$ cat config.mk
export PLATFORM = sky130hd
export DESIGN_NAME = autosym_eval_flat
export DESIGN_NICKNAME = d
export VERILOG_FILES = /design/src/rtl/autosym_eval_if.sv /design/src/rtl/autosym_eval.sv /design/src/flat_wrapper.sv
export SDC_FILE = /design/constraint.sdc
export NUM_CORES = 1
export LEC_CHECK = 0
export ABC_AREA = 1
export BUFFER_PORTS_ARGS = -buffer_cell sky130_fd_sc_hd__buf_2
export CAP_MARGIN = 20
export CORE_ASPECT_RATIO = 0.8
export CORE_MARGIN = 3
export CORE_UTILIZATION = 50
export DETAILED_ROUTE_END_ITERATION = 7
export PLACE_DENSITY_LB_ADDON = 0.15
export SYNTH_ARGS = -nofsm -noshare
export SYNTH_HDL_FRONTEND = slang
export SYNTH_SLANG_ARGS = --single-unit
$ cat constraint.sdc
create_clock -name clk -period 2.6 [get_ports clk]
set_input_delay 0.13 -clock clk [delete_from_list [all_inputs] [get_ports clk]]
set_output_delay 0.13 -clock clk [all_outputs]
set_load 0.01 [all_outputs]
$ cat src/rtl/autosym_eval_if.sv
// Stream and configuration bundle for autosym_eval.
// The master drives the input stream, output acceptance and config writes; the slave is the evaluator.
interface autosym_eval_if #(
  parameter int N_IN  = 8,
  parameter int K     = 4,
  parameter int CNT_W = 16
);
  localparam int IDX_W = (K > 1) ? $clog2(K) : 1;

  logic                 in_valid;
  logic                 in_ready;
  logic [N_IN-1:0]      in_x;
  logic                 out_valid;
  logic                 out_ready;
  logic                 out_y;
  logic [K-1:0]         out_z;
  logic                 cfg_row_we;
  logic [IDX_W-1:0]     cfg_row_idx;
  logic [N_IN-1:0]      cfg_row_data;
  logic                 cfg_tt_we;
  logic [(1<<K)-1:0]    cfg_tt_data;
  logic                 cfg_busy;
  logic                 cfg_err;
  logic [CNT_W-1:0]     ones_cnt;

  modport master (
    output in_valid, in_x, out_ready,
           cfg_row_we, cfg_row_idx, cfg_row_data, cfg_tt_we, cfg_tt_data,
    input  in_ready, out_valid, out_y, out_z, cfg_busy, cfg_err, ones_cnt
  );

  modport slave (
    input  in_valid, in_x, out_ready,
           cfg_row_we, cfg_row_idx, cfg_row_data, cfg_tt_we, cfg_tt_data,
    output in_ready, out_valid, out_y, out_z, cfg_busy, cfg_err, ones_cnt
  );
endinterface

$ cat src/rtl/autosym_eval.sv
// Evaluates f(x) = tt[z], where z is a GF(2) linear projection of x given by K row masks.
// Two-stage valid/ready pipeline; configuration may only change while the pipeline is empty.
module autosym_eval #(
  parameter int N_IN  = 8,
  parameter int K     = 4,
  parameter int CNT_W = 16
) (
  input  logic          clk,
  input  logic          rst,
  autosym_eval_if.slave bus
);
  localparam int TT_W = 1 << K;
  localparam logic [CNT_W-1:0] CNT_MAX = '1;

  logic [N_IN-1:0]  row [K];
  logic [TT_W-1:0]  tt;

  logic             s1_valid;
  logic [K-1:0]     s1_z;
  logic             s2_valid;
  logic             s2_y;
  logic [K-1:0]     s2_z;
  logic             cfg_err_q;
  logic [CNT_W-1:0] ones_q;

  logic             s1_adv, s2_adv, accept, deliver, busy;
  logic             idx_ok, row_wr, tt_wr, wr_rej;
  logic [N_IN-1:0]  row_eff [K];
  logic [K-1:0]     z_next;

  assign busy    = s1_valid | s2_valid;
  assign deliver = s2_valid & bus.out_ready;
  assign s2_adv  = ~s2_valid | bus.out_ready;
  assign s1_adv  = ~s1_valid | s2_adv;
  assign accept  = bus.in_valid & bus.in_ready;

  assign idx_ok  = int'(bus.cfg_row_idx) < K;
  assign row_wr  = bus.cfg_row_we & ~busy & idx_ok;
  assign tt_wr   = bus.cfg_tt_we & ~busy;
  assign wr_rej  = (bus.cfg_row_we & (busy | ~idx_ok)) | (bus.cfg_tt_we & busy);

  // An input accepted on the same edge as a row write must see the new row, so project
  // through the pending write data. The table needs no bypass: it is read one edge later.
  always_comb begin
    for (int i = 0; i < K; i++) begin
      row_eff[i] = (row_wr && int'(bus.cfg_row_idx) == i) ? bus.cfg_row_data : row[i];
      z_next[i]  = ^(bus.in_x & row_eff[i]);
    end
  end

  // NOTE: the row masks and truth table are small flop arrays with defined reset contents
  // (identity projection, zero table), so they sit in the reset branch like any other state.
  always_ff @(posedge clk or posedge rst) begin
    if (rst) begin
      s1_valid  <= 1'b0;
      s1_z      <= '0;
      s2_valid  <= 1'b0;
      s2_y      <= 1'b0;
      s2_z      <= '0;
      cfg_err_q <= 1'b0;
      ones_q    <= '0;
      tt        <= '0;
      for (int i = 0; i < K; i++) row[i] <= N_IN'(1) << i;
    end else begin
      if (s2_adv) begin
        s2_valid <= s1_valid;
        if (s1_valid) begin
          s2_z <= s1_z;
          s2_y <= tt[s1_z];
        end
      end
      if (s1_adv) begin
        s1_valid <= accept;
        if (accept) s1_z <= z_next;
      end
      for (int i = 0; i < K; i++)
        if (row_wr && int'(bus.cfg_row_idx) == i) row[i] <= bus.cfg_row_data;
      if (tt_wr) tt <= bus.cfg_tt_data;
      if (wr_rej) cfg_err_q <= 1'b1;
      if (deliver && s2_y && ones_q != CNT_MAX) ones_q <= ones_q + 1'b1;
    end
  end

  // in_ready is forced low during reset so nothing is accepted while state is being cleared.
  assign bus.in_ready  = ~rst & s1_adv;
  assign bus.out_valid = s2_valid;
  assign bus.out_y     = s2_y;
  assign bus.out_z     = s2_z;
  assign bus.cfg_busy  = busy;
  assign bus.cfg_err   = cfg_err_q;
  assign bus.ones_cnt  = ones_q;
endmodule

$ cat src/flat_wrapper.sv
// flat-port wrapper written by rule: the top's interface ports become plain ports
module autosym_eval_flat 
#(
  parameter int N_IN  = 8,
  parameter int K     = 4,
  parameter int CNT_W = 16
)
  (clk, rst, bus_in_valid, bus_in_x, bus_out_ready, bus_cfg_row_we, bus_cfg_row_idx, bus_cfg_row_data, bus_cfg_tt_we, bus_cfg_tt_data, bus_in_ready, bus_out_valid, bus_out_y, bus_out_z, bus_cfg_busy, bus_cfg_err, bus_ones_cnt);
  autosym_eval_if #(.N_IN(N_IN), .K(K), .CNT_W(CNT_W)) bus_i ();
  input  logic clk;
  input  logic rst;
  input wire logic [$bits(bus_i.in_valid)-1:0] bus_in_valid;
  input wire logic [$bits(bus_i.in_x)-1:0] bus_in_x;
  input wire logic [$bits(bus_i.out_ready)-1:0] bus_out_ready;
  input wire logic [$bits(bus_i.cfg_row_we)-1:0] bus_cfg_row_we;
  input wire logic [$bits(bus_i.cfg_row_idx)-1:0] bus_cfg_row_idx;
  input wire logic [$bits(bus_i.cfg_row_data)-1:0] bus_cfg_row_data;
  input wire logic [$bits(bus_i.cfg_tt_we)-1:0] bus_cfg_tt_we;
  input wire logic [$bits(bus_i.cfg_tt_data)-1:0] bus_cfg_tt_data;
  output wire logic [$bits(bus_i.in_ready)-1:0] bus_in_ready;
  output wire logic [$bits(bus_i.out_valid)-1:0] bus_out_valid;
  output wire logic [$bits(bus_i.out_y)-1:0] bus_out_y;
  output wire logic [$bits(bus_i.out_z)-1:0] bus_out_z;
  output wire logic [$bits(bus_i.cfg_busy)-1:0] bus_cfg_busy;
  output wire logic [$bits(bus_i.cfg_err)-1:0] bus_cfg_err;
  output wire logic [$bits(bus_i.ones_cnt)-1:0] bus_ones_cnt;
  assign bus_i.in_valid = bus_in_valid;
  assign bus_i.in_x = bus_in_x;
  assign bus_i.out_ready = bus_out_ready;
  assign bus_i.cfg_row_we = bus_cfg_row_we;
  assign bus_i.cfg_row_idx = bus_cfg_row_idx;
  assign bus_i.cfg_row_data = bus_cfg_row_data;
  assign bus_i.cfg_tt_we = bus_cfg_tt_we;
  assign bus_i.cfg_tt_data = bus_cfg_tt_data;
  assign bus_in_ready = bus_i.in_ready;
  assign bus_out_valid = bus_i.out_valid;
  assign bus_out_y = bus_i.out_y;
  assign bus_out_z = bus_i.out_z;
  assign bus_cfg_busy = bus_i.cfg_busy;
  assign bus_cfg_err = bus_i.cfg_err;
  assign bus_ones_cnt = bus_i.ones_cnt;
  autosym_eval #(.N_IN(N_IN), .K(K), .CNT_W(CNT_W)) u_core (.clk(clk), .rst(rst), .bus(bus_i));
endmodule
==> parameters.txt <==
Parameter                              Value

Global routing
  Initial antenna violation count ... 0
  Vias in the first global route ... 4074
  Global-route wire length before repair ... 18700 microns
  Overall Global Routing Usage ... 22.5%
  Maximum number of pins on one net before global-route repair ... 77
  Remaining Overflow, GRT ... 0

Clock tree
  Total clock buffers created by CTS ... 9
  Clk slew on worst S/H paths ... 60 ps
  CTS resizes ... 0
  Clk Latency, worst-skew pair ... 340 ps
  Buffers inserted during post-CTS setup optimization ... 0
  Clock sink count ... 76
  CTS Buffer Depth ... 2
  H-tree level count ... 3
  Clock root buffer master ... sky130_fd_sc_hd__clkbuf_16
  Hold-fix buffer count after cts ... 0
  Clock tree from TritonCTS ... done

Pwr
  Share of total power consumed by net switching ... 37.0%
  Cell-internal power ... 0.00263 W
  Gate power share ... 31.6%
  Clock share of power ... 28.0%
  Seq pwr share ... 40.4%
  Pwr/cell area ... 801 mW/mm^2
  Net switching power ... 0.00155 W
  Pleak ... 3.05 nW
  Peak supply drop ... 0.380 mV

Route
  Number of nets with antenna violations after detailed routing ... 0
  Length of the first detailed-routing pass in iterations ... 4
  Count of vias placed by the detailed router ... 4123
  DRC violation count after routing ... 0
  Violation count after the first detailed-route iteration ... 304
  Routed WL per cell ... 13.1 microns
  Routed WL ... 10700 microns
  Via-to-Cell Ratio ... 5.05

Floorplanning
  IO Count ... 65
  Die Footprint ... 0.0102 sq mm
  Core footprint ... 0.00863 sq mm
  Initial Utilization ... 52.5%
  Num rows ... 30
  Height of the chip ... 91.2 microns
  Chip Width ... 112 microns

STA
  Total Neg Setup Slack ... 0 ps
  Final Max Slew Viols ... 0
  Slew of the pin with the lowest slew margin ... 959 ps
  Number of hold violations in the final report ... 0
  Portion of the clock cycle consumed by the worst path in the final layout ... 84.1%
  Max-Slew Margin vs Limit ... 36.1%
  Minimum period implied by the final worst setup slack ... 2190 ps
  Setup Skew ... 7.65 ps
  RSZ-0062 raised after global routing ... false
  Peak Freq ... 457 MHz
  Final setup violation count ... 0

Setup path
  R2r setup slk ... 410 ps
  Count of cells along the worst register-to-register path ... 12
  Worst path buffer plus inverter count ... 0
  Startpoint class of the critical path ... register
  Crit-path cells ... nor2_8, nand2_1, nor2_2, nand2_1, a21oi_1, nand2_1, nand2_1, nand2_1, nand2_1, nand2_1, nand3_1, nand2_1
  Worst setup path category ... reg2reg
  Crit path arrival time ... 2410 ps
  Crit-path max cell delay ... 480 ps
  Nature of the critical path endpoint ... register
  Critical Path RT ... 2830 ps
  Critical Path Fanout Max ... 36
  R2r endpoint ... u_core.s1_z[3]$_DFFE_PP0P_
  Startpoint of the worst register-to-register path ... u_core.bus.out_valid$_DFFE_PP0P_
  Slowest stage cell, crit path ... sky130_fd_sc_hd__nor2_8
  Critical Path Most Common Cell ... sky130_fd_sc_hd__nand2_1
  Launching instance or port of the critical path ... u_core.bus.out_valid$_DFFE_PP0P_
  CP top delay family ... simple AND/OR/NAND/NOR gates

Finish
  Number of nets in the final layout ... 740
  Relative area change from synthesis to final layout ... 15.2%
  Fraction of final layout cells with drive strength greater than 1 ... 18.5%
  Area used by sequential logic in the layout ... 0.00191 sq mm
  Non-filler instance count after layout ... 816
  Ant. Diodes ... 0
  Multi-input gate area ... 0.00210 sq mm
  Filler cell count ... 810
  Most frequent cells in the layout ... 253 x sky130_fd_sc_hd__nand2_1, 112 x sky130_fd_sc_hd__inv_1, 72 x sky130_fd_sc_hd__dfrtp_1
  Leading cell type in the layout, fill and taps excluded ... sky130_fd_sc_hd__nand2_1

Logic synthesis
  Mapped Area ... 0.00453 sq mm
  Syn avg cell area ... 7.18 sq um
  Net Count, Synth ... 672
  Seq/Total Area, Yosys ... 42.1%
  Number of instances in the synthesized netlist ... 631
  Post-synth cell types ... 30
  Number of synthesized register bits ... 76
  Synth Warn # ... 0

Placement
  Count of placed standard cells including taps ... 800
  Placer congestion estimate ... 0.878
  Post-DP HPWL ... 7930 microns
  Port buffer count ... 64

Worst hold path
  Min-delay src ... bus_cfg_tt_data[6]
  End of the worst hold path ... u_core.tt[6]$_DFFE_PP0P_
  Worst Hold Class ... in2reg
  Hold path cells ... 2

Job
  Number of maximum-capacitance violations ... 0

Run status
  Run status ... completed
[power groups by stage]
stage               Combinational, W  Sequential, W  Clock (W)
finish                       0.00132        0.00169    0.00117
global route                 0.00154        0.00173    0.00124
CTS                          0.00132        0.00169    0.00120
detailed placement           0.00131        0.00171          0
global placement             0.00126        0.00170          0
floorplan                   0.000962        0.00169          0
[sequential cells by signal, summed over array words and instances, names as in the netlist]
register / cells
u_core.bus.out_z: 4
u_core.bus.out_valid: 1
u_core.s1_z: 4
u_core.row: 32
u_core.s1_valid: 1
u_core.tt: 16
u_core.bus.out_y: 1
u_core.bus.cfg_err: 1
u_core.bus.ones_cnt: 16
[worst max-delay path by stage]
stage / slack, ps / to / cells past startpoint
5_1_grt: 140 / u_core.s1_z[3]$_DFFE_PP0P_ / 12
2_1_floorplan: 160 / u_core.s1_z[3]$_DFFE_PP0P_ / 7
6_report: 410 / u_core.s1_z[3]$_DFFE_PP0P_ / 12
3_3_place_gp: 500 / u_core.s1_z[3]$_DFFE_PP0P_ / 12
3_5_place_dp: 460 / u_core.s1_z[3]$_DFFE_PP0P_ / 12
4_1_cts: 450 / u_core.s1_z[3]$_DFFE_PP0P_ / 12
[layout make-up]
cell class                      count  area share [%]
Tap cell                          112            2.68
Timing Repair Buffer               66            6.42
Clock buffer                       10            4.39
Sequential cell                    76            36.5
Clock inverter                      6           0.935
Multi-Input combinational cell    423            40.2
Inverter                          123            8.84
[through the flow]
step	setup slack, ps	power [W]	hold slack (ps)	area, sq um	util (%)
floorplan	163	0.00265	259	4530	-
global route	140	0.00451	15.7	5220	60.5
CTS	449	0.00421	18.2	5220	60.5
global placement	500	0.00297	362	4940	57.3
finish	413	0.00418	23.4	5220	60.5
detailed placement	462	0.00302	366	4940	57.3
[logic make-up after synthesis]
group / share of synthesized area, %
multiplexers: 3.98
buffers and inverters: 11.6
flip-flops: 42.1
AO/OA/AOI/OAI: 2.60
XOR/XNOR: 2.90
adder cells (fa/ha/maj): 0.276
AND/OR/NAND/NOR: 36.6
[worst register-to-register path, cell delays in order, from the launching register on]
cell and delay [ps]:
sky130_fd_sc_hd__dfrtp_1 460, sky130_fd_sc_hd__nor2_8 480, sky130_fd_sc_hd__nand2_1 150, sky130_fd_sc_hd__nor2_2 240, sky130_fd_sc_hd__nand2_1 110, sky130_fd_sc_hd__a21oi_1 200
sky130_fd_sc_hd__nand2_1 70, sky130_fd_sc_hd__nand2_1 90, sky130_fd_sc_hd__nand2_1 60, sky130_fd_sc_hd__nand2_1 60, sky130_fd_sc_hd__nand2_1 50, sky130_fd_sc_hd__nand3_1 80
sky130_fd_sc_hd__nand2_1 50
[synth_stat cells (all sizes together)]
master / instances / area share [%]
a21oi: 1 / 0.11
buf: 8 / 1.3
clkbuf: 1 / 0.083
clkinv: 1 / 0.083
dfrtp: 72 / 40
dfstp: 4 / 2.3
ha: 1 / 0.28
inv: 122 / 10
mux2: 16 / 4.0
nand2: 256 / 21
nand3: 38 / 6.0
nand4: 32 / 4.4
nor2: 39 / 4.1
nor3: 4 / 0.44
nor3b: 1 / 0.17
nor4: 1 / 0.14
o21ai: 14 / 1.5
o21bai: 1 / 0.17
o221ai: 4 / 0.77
xnor2: 4 / 0.77
xor2: 11 / 2.1
[per-layer routing]
| layer | part of all wire (%) | vias up | GRT usage, % |
|---|---|---|---|
| li1 | - | 2071 | - |
| met4 | 1.3 | 0 | 6.81 |
| met3 | 6.8 | 17 | 4.66 |
| met1 | 47 | 1899 | 31.3 |
| met2 | 45 | 136 | 35.4 |
| met5 | 0 | - | 0 |
Note: power is estimated with default switching activity, not from simulation.
